==> src/rtl/elevator_pkg.sv <==
// Shared types and constants for the N-floor elevator controller.
package elevator_pkg;

  typedef enum logic [1:0] {
    IDLE      = 2'd0,
    MOVE_UP   = 2'd1,
    MOVE_DOWN = 2'd2,
    DOOR_OPEN = 2'd3
  } state_t;

  typedef enum logic {
    DIR_UP   = 1'b0,
    DIR_DOWN = 1'b1
  } dir_t;

  localparam logic [1:0] ENG_STOP = 2'b00;
  localparam logic [1:0] ENG_UP   = 2'b01;
  localparam logic [1:0] ENG_DOWN = 2'b10;

  // Width of the floor index; a two-floor car still needs one bit.
  function automatic int unsigned floor_width(input int unsigned floors);
    return (floors > 2) ? $clog2(floors) : 1;
  endfunction

endpackage

==> src/rtl/elevator_timer.sv <==
// Cycle counter shared by travel and door dwell timing.
// done flags the last cycle of the interval (count == limit).
module elevator_timer #(
  parameter int unsigned WIDTH = 2
) (
  input  logic             clk,
  input  logic             rst,
  input  logic             clear,
  input  logic             enable,
  input  logic [WIDTH-1:0] limit,
  output logic [WIDTH-1:0] count,
  output logic             done
);

  // Clear has priority so every state entry starts from zero.
  always_ff @(posedge clk or posedge rst) begin
    if (rst) begin
      count <= '0;
    end else if (clear) begin
      count <= '0;
    end else if (enable) begin
      count <= count + 1'b1;
    end
  end

  // Terminal-cycle flag consumed by the controller's next-state logic.
  always_comb begin
    done = (count == limit);
  end

endmodule

==> src/rtl/elevator_ctrl_n.sv <==
// SCAN-policy elevator movement controller for an N-floor car.
// Latches call buttons, times floor-to-floor travel and door dwell,
// and drives registered engine/door outputs.
module elevator_ctrl_n
  import elevator_pkg::*;
#(
  parameter  int unsigned FLOORS        = 4,
  parameter  int unsigned TRAVEL_CYCLES = 4,
  parameter  int unsigned DOOR_CYCLES   = 3,
  localparam int unsigned FW            = floor_width(FLOORS)
) (
  input  logic              CLK,
  input  logic              RST,
  input  logic [FLOORS-1:0] interior_panel,
  input  logic [FLOORS-1:0] exterior_panel,
  output logic [1:0]        engine,
  output logic [FLOORS-1:0] doors,
  output logic [FW-1:0]     floor,
  output logic [FLOORS-1:0] pending
);

  localparam int unsigned TMAX = (TRAVEL_CYCLES > DOOR_CYCLES) ? TRAVEL_CYCLES : DOOR_CYCLES;
  localparam int unsigned TW   = (TMAX > 1) ? $clog2(TMAX) : 1;
  localparam logic [TW-1:0] TRAVEL_LAST = TW'(TRAVEL_CYCLES - 1);
  localparam logic [TW-1:0] DOOR_LAST   = TW'(DOOR_CYCLES - 1);

  state_t            state;
  state_t            nxt_state;
  dir_t              last_dir;
  dir_t              nxt_dir;
  logic [FW-1:0]     nxt_floor;
  logic [FW-1:0]     floor_up;
  logic [FW-1:0]     floor_dn;
  logic [FLOORS-1:0] req_now;
  logic [FLOORS-1:0] clear_mask;
  logic              above;
  logic              below;
  logic              here;
  logic              restart;
  logic              timer_clear;
  logic              timer_done;
  logic [TW-1:0]     timer_limit;
  logic [TW-1:0]     timer_count;

  // Any request strictly above floor f.
  function automatic logic req_above(input logic [FLOORS-1:0] req, input logic [FW-1:0] f);
    logic any;
    any = 1'b0;
    for (int unsigned i = 0; i < FLOORS; i++) begin
      if (i > 32'(f)) any = any | req[i];
    end
    return any;
  endfunction

  // Any request strictly below floor f.
  function automatic logic req_below(input logic [FLOORS-1:0] req, input logic [FW-1:0] f);
    logic any;
    any = 1'b0;
    for (int unsigned i = 0; i < FLOORS; i++) begin
      if (i < 32'(f)) any = any | req[i];
    end
    return any;
  endfunction

  elevator_timer #(
    .WIDTH (TW)
  ) u_timer (
    .clk    (CLK),
    .rst    (RST),
    .clear  (timer_clear),
    .enable (state != IDLE),
    .limit  (timer_limit),
    .count  (timer_count),
    .done   (timer_done)
  );

  // Request summaries relative to the current floor, all from registered pending.
  always_comb begin
    req_now     = interior_panel | exterior_panel;
    above       = req_above(pending, floor);
    below       = req_below(pending, floor);
    here        = pending[floor];
    floor_up    = floor + 1'b1;
    floor_dn    = floor - 1'b1;
    restart     = (state == DOOR_OPEN) && req_now[floor];
    timer_limit = (state == DOOR_OPEN) ? DOOR_LAST : TRAVEL_LAST;
  end

  // SCAN next-state decision; arrival and door-close choices happen on the timer's last cycle.
  always_comb begin
    nxt_state = state;
    nxt_floor = floor;
    nxt_dir   = last_dir;
    unique case (state)
      IDLE: begin
        if (here) begin
          nxt_state = DOOR_OPEN;
        end else if (above && below) begin
          nxt_state = (last_dir == DIR_UP) ? MOVE_UP : MOVE_DOWN;
        end else if (above) begin
          nxt_state = MOVE_UP;
          nxt_dir   = DIR_UP;
        end else if (below) begin
          nxt_state = MOVE_DOWN;
          nxt_dir   = DIR_DOWN;
        end
      end
      MOVE_UP: begin
        nxt_dir = DIR_UP;
        if (timer_done) begin
          nxt_floor = floor_up;
          if (pending[floor_up])                nxt_state = DOOR_OPEN;
          else if (req_above(pending, floor_up)) nxt_state = MOVE_UP;
          else                                   nxt_state = IDLE;
        end
      end
      MOVE_DOWN: begin
        nxt_dir = DIR_DOWN;
        if (timer_done) begin
          nxt_floor = floor_dn;
          if (pending[floor_dn])                 nxt_state = DOOR_OPEN;
          else if (req_below(pending, floor_dn)) nxt_state = MOVE_DOWN;
          else                                   nxt_state = IDLE;
        end
      end
      DOOR_OPEN: begin
        // A fresh call for this floor keeps the doors open instead of closing them.
        if (!restart && timer_done) begin
          if (last_dir == DIR_UP) begin
            if (above) begin
              nxt_state = MOVE_UP;
            end else if (below) begin
              nxt_state = MOVE_DOWN;
              nxt_dir   = DIR_DOWN;
            end else begin
              nxt_state = IDLE;
            end
          end else begin
            if (below) begin
              nxt_state = MOVE_DOWN;
            end else if (above) begin
              nxt_state = MOVE_UP;
              nxt_dir   = DIR_UP;
            end else begin
              nxt_state = IDLE;
            end
          end
        end
      end
      default: nxt_state = IDLE;
    endcase

    timer_clear = (nxt_state != state) || (state == IDLE) || restart ||
                  (((state == MOVE_UP) || (state == MOVE_DOWN)) && timer_done);

    clear_mask = '0;
    if (nxt_state == DOOR_OPEN) clear_mask[nxt_floor] = 1'b1;
  end

  // State, position, request latch and Moore outputs registered together.
  always_ff @(posedge CLK or posedge RST) begin
    if (RST) begin
      state    <= IDLE;
      floor    <= '0;
      last_dir <= DIR_UP;
      pending  <= '0;
      engine   <= ENG_STOP;
      doors    <= '0;
    end else begin
      state    <= nxt_state;
      floor    <= nxt_floor;
      last_dir <= nxt_dir;
      pending  <= (pending | req_now) & ~clear_mask;
      doors    <= clear_mask;
      unique case (nxt_state)
        MOVE_UP:   engine <= ENG_UP;
        MOVE_DOWN: engine <= ENG_DOWN;
        default:   engine <= ENG_STOP;
      endcase
    end
  end

  timer_in_range: assert property (@(posedge CLK) disable iff (RST) timer_count <= timer_limit);
  engine_legal:   assert property (@(posedge CLK) disable iff (RST) engine != 2'b11);

endmodule

==> config.mk <==
export PLATFORM = sky130hd
export DESIGN_NAME = elevator_ctrl_n
export DESIGN_NICKNAME = d
export VERILOG_FILES = /design/src/rtl/elevator_pkg.sv /design/src/rtl/elevator_timer.sv /design/src/rtl/elevator_ctrl_n.sv
export SDC_FILE = /design/constraint.sdc
export NUM_CORES = 1
export LEC_CHECK = 0
export ABC_AREA = 1
export BUFFER_PORTS_ARGS = -buffer_cell sky130_fd_sc_hd__buf_4
export CORE_MARGIN = 2
export CORE_UTILIZATION = 35
export CTS_BUF_LIST = sky130_fd_sc_hd__clkbuf_2 sky130_fd_sc_hd__clkbuf_4 sky130_fd_sc_hd__clkbuf_8
export DETAILED_ROUTE_END_ITERATION = 10
export PLACE_DENSITY = 0.63
export SETUP_SLACK_MARGIN = 0.15
export SLEW_MARGIN = 30
export SYNTH_ARGS = -nofsm -noshare
export SYNTH_HDL_FRONTEND = slang
export SYNTH_SLANG_ARGS = --single-unit
==> constraint.sdc <==
create_clock -name CLK -period 2.25 [get_ports CLK]
set_clock_uncertainty 0.05 [all_clocks]
set_input_delay 0.45 -clock CLK [delete_from_list [all_inputs] [get_ports CLK]]
set_output_delay 0.45 -clock CLK [all_outputs]
set_load 0.03 [all_outputs]
==> summary.md <==
| Metric | Value |
|---|---|
| Worst Hold Class | in2async |
| Crit path top cell by count | nand3_2 |
| Worst slew pin tran | 0.630 ns |
| ANT nets after route | 0 |
| FMAX | 490 MHz |
| Period utilization | 0.908 |
| H-Tree Level Count | 1 |
| Worst skew pair latency | 0.24 ns |
| CTS tree | done |
| Die width | 65.0 um |
| WL met1 | 1520 um |
| Critical Path End Type | flip-flop |
| Core ar. | 3610 um^2 |
| Critical path required time | 2.34 ns |
| Height of the die | 65.0 um |
| Initial core utilization | 0.361 |
| Setup Viol. Count Final | 0 |
| Clock sink count | 17 |
| FF+latch count, synth | 17 |
| Site row count | 22 |
| Pwr/cell area | 1320 nW/um^2 |
| CP max FO | 5 |
| Post-Layout Cell Count | 272 |
| # IOs | 22 |
| Worst IR drop on VDD | 0.805 mV |
| Max-Cap Viols | 0 |
| Slowest stage cell, crit path | dfrtp_2 |
| Synth warn | 0 |
| Total gr overflow | 0 |
| Crit path largest cell delay | 0.45 ns |
| Vias in the first global route | 1151 |
| # placed instances | 256 |
| Post-DP HPWL | 2350 um |
| Top layer in use | met4 |
| Met2 wire len | 1560 um |
| CP Data Arrival Time | 2.13 ns |
| Wire per inst | 12.0 um |
| Final non-filler cell area | 1820 um^2 |
| I/O Buffers | 21 |
| # diodes | 0 |
| WL met3 | 92 um |
| Critical path class | reg2reg |
| Sequential area share after synthesis | 0.327 |
| Slew headroom | 0.580 |
| Commonest non-fill, non-tap cell in the layout | nand2_1 |
| Maximum buffer depth of the clock tree | 2 |
| Final hold vios | 0 |
| Syn_nets | 203 |
| Worst R2R Path Depth | 13 |
| Clock buffers created by TritonCTS | 3 |
| Avg Cell Area, Syn | 7.11 um^2 |
| WL final | 3260 um |
| DRC violation total after the first TritonRoute iteration | 41 |
| GPL Wtd Cong | 0.838 |
| Root buffer cell | clkbuf_8 |
| Worst path cell trace | buf_4 > ha_4 > nand3b_1 > nand3_2 > o21ai_1 > nand3_1 > nand3_2 > nand3_4 > nand2_4 > nor2_4 > nand3_2 > nand2_1 > inv_1 |
| GRT Resource Usage Total | 0.149 |
| Pleak | 0.989 nW |
| Clock Pin Slew Worst Setup and Hold Paths | 0.06 ns |
| Mapped Cells | 183 |
| Final slew viol count | 0 |
| Syn-to-layout area delta | 40.0% |
| Vias | 1279 |
| Via density | 4.70 |
| Synthesized cell area | 1300 um^2 |
| Initial antenna violation count | 0 |
| First-pass GRT wire length | 4930 um |
| Placed cell areas | 1550 um^2 |
| Commonest non-fill, non-tap cells in the layout | 51 x nand2_1, 35 x buf_4, 23 x inv_1, 15 x dfrtp_1, 12 x nor2_1 |
| Final net count | 245 |
| Run status | completed |
| Utilization after layout | 0.505 |
| Setup crit start kind | flip-flop |
| Fin crit period | 2.04 ns |
| Drt pass-1 iters | 4 |
| Setup TNS | 0 ns |
| Pin count of the biggest net entering global routing | 18 |
| RSZ-0062 raised after global routing | yes |
| Share of layout cells above drive strength 1 | 0.379 |
| Post-synth cell types | 26 |
| DRC Markers | 0 |
| Die ar. | 4220 um^2 |
## stage by stage
step                power (W)  hold slack, ns  setup slack, ns
floorplan             0.00143           0.326            0.162
global placement      0.00175           0.467            0.105
detailed placement    0.00176           0.481            0.111
CTS                   0.00201           0.267            0.152
global route          0.00262           0.302           0.0527
finish                0.00241           0.238            0.208
## path summary, 6_finish.rpt
kind / end / startpoint / slack [ns]
worst min-delay path: doors[0] / RST / 0.24
worst min register to register: last_dir / last_dir / 0.51
worst max register to register: pending[2] / floor[0] / 0.21
worst max-delay path: pending[2] / floor[0] / 0.21
min in group CLK: pending[0] / interior_panel[0] / 0.45
max in group asynchronous: floor[0] / RST / 1.47
## power by group
group          internal (W)  leakage, nW  switching (W)
clock network      0.000137       0.0262      0.0000925
registers          0.000400        0.205      0.0000827
logic              0.000699        0.757       0.000999
total               0.00124        0.989        0.00117
## worst max-delay path: cells and delay by family, from the launching register on
kind                     cells  cell delay, ns
AO/OA/AOI/OAI                1            0.08
adder cells (fa/ha/maj)      1            0.15
buffers and inverters        2            0.19
flip-flops                   1            0.45
AND/OR/NAND/NOR              9            1.01
## routing by layer
layer / GRT usage / vias to the layer above
li1: - / 656
met1: 0.201 / 587
met2: 0.238 / 30
met3: 0.0156 / 6
met4: 0.0691 / 0
met5: 0 / -
## kinds of logic after synthesis
| logic type | share of synthesized area |
|---|---|
| AOI/OAI and AO/OA | 0.0760 |
| xor gates and xnor gates | 0.00673 |
| adders and majority gates | 0.0962 |
| buffers and inverters | 0.0894 |
| DFF | 0.327 |
| and+or+nand+nor | 0.405 |
## repair_timing
item | CTS | global route
endpoints found under the setup margin | 9 | 11
resized for setup | 1 | 34
setup buffers | 2 | 10
pin swaps | 0 | 16
hold buffers | 0 | 0
## sequential cells by signal (all words and copies together), names as in the netlist
name           flops
doors              4
pending            4
engine             2
floor              2
state              2
u_timer.count      2
last_dir           1
## final cells by class
class,instances,area [um^2]
fillers,338,1780
inverters,31,124
repair buffers,37,285
well taps,48,60.1
clock buffers,4,48.8
flip-flops and latches,17,428
multi-input cells,135,876
## Yosys cell counts (all sizes together)
master,n,area share
a22oi,2,0.012
ha,10,0.096
inv,31,0.089
xnor2,1,0.0067
and2,1,0.0048
o211ai,2,0.012
or2,1,0.0048
nor3,4,0.024
nand3,20,0.088
a21oi,2,0.0077
o21ai,10,0.038
nand3b,3,0.030
nor2,19,0.077
a22o,1,0.0067
nand2,59,0.18
dfrtp,17,0.33
(Power assumes the default switching activity.)
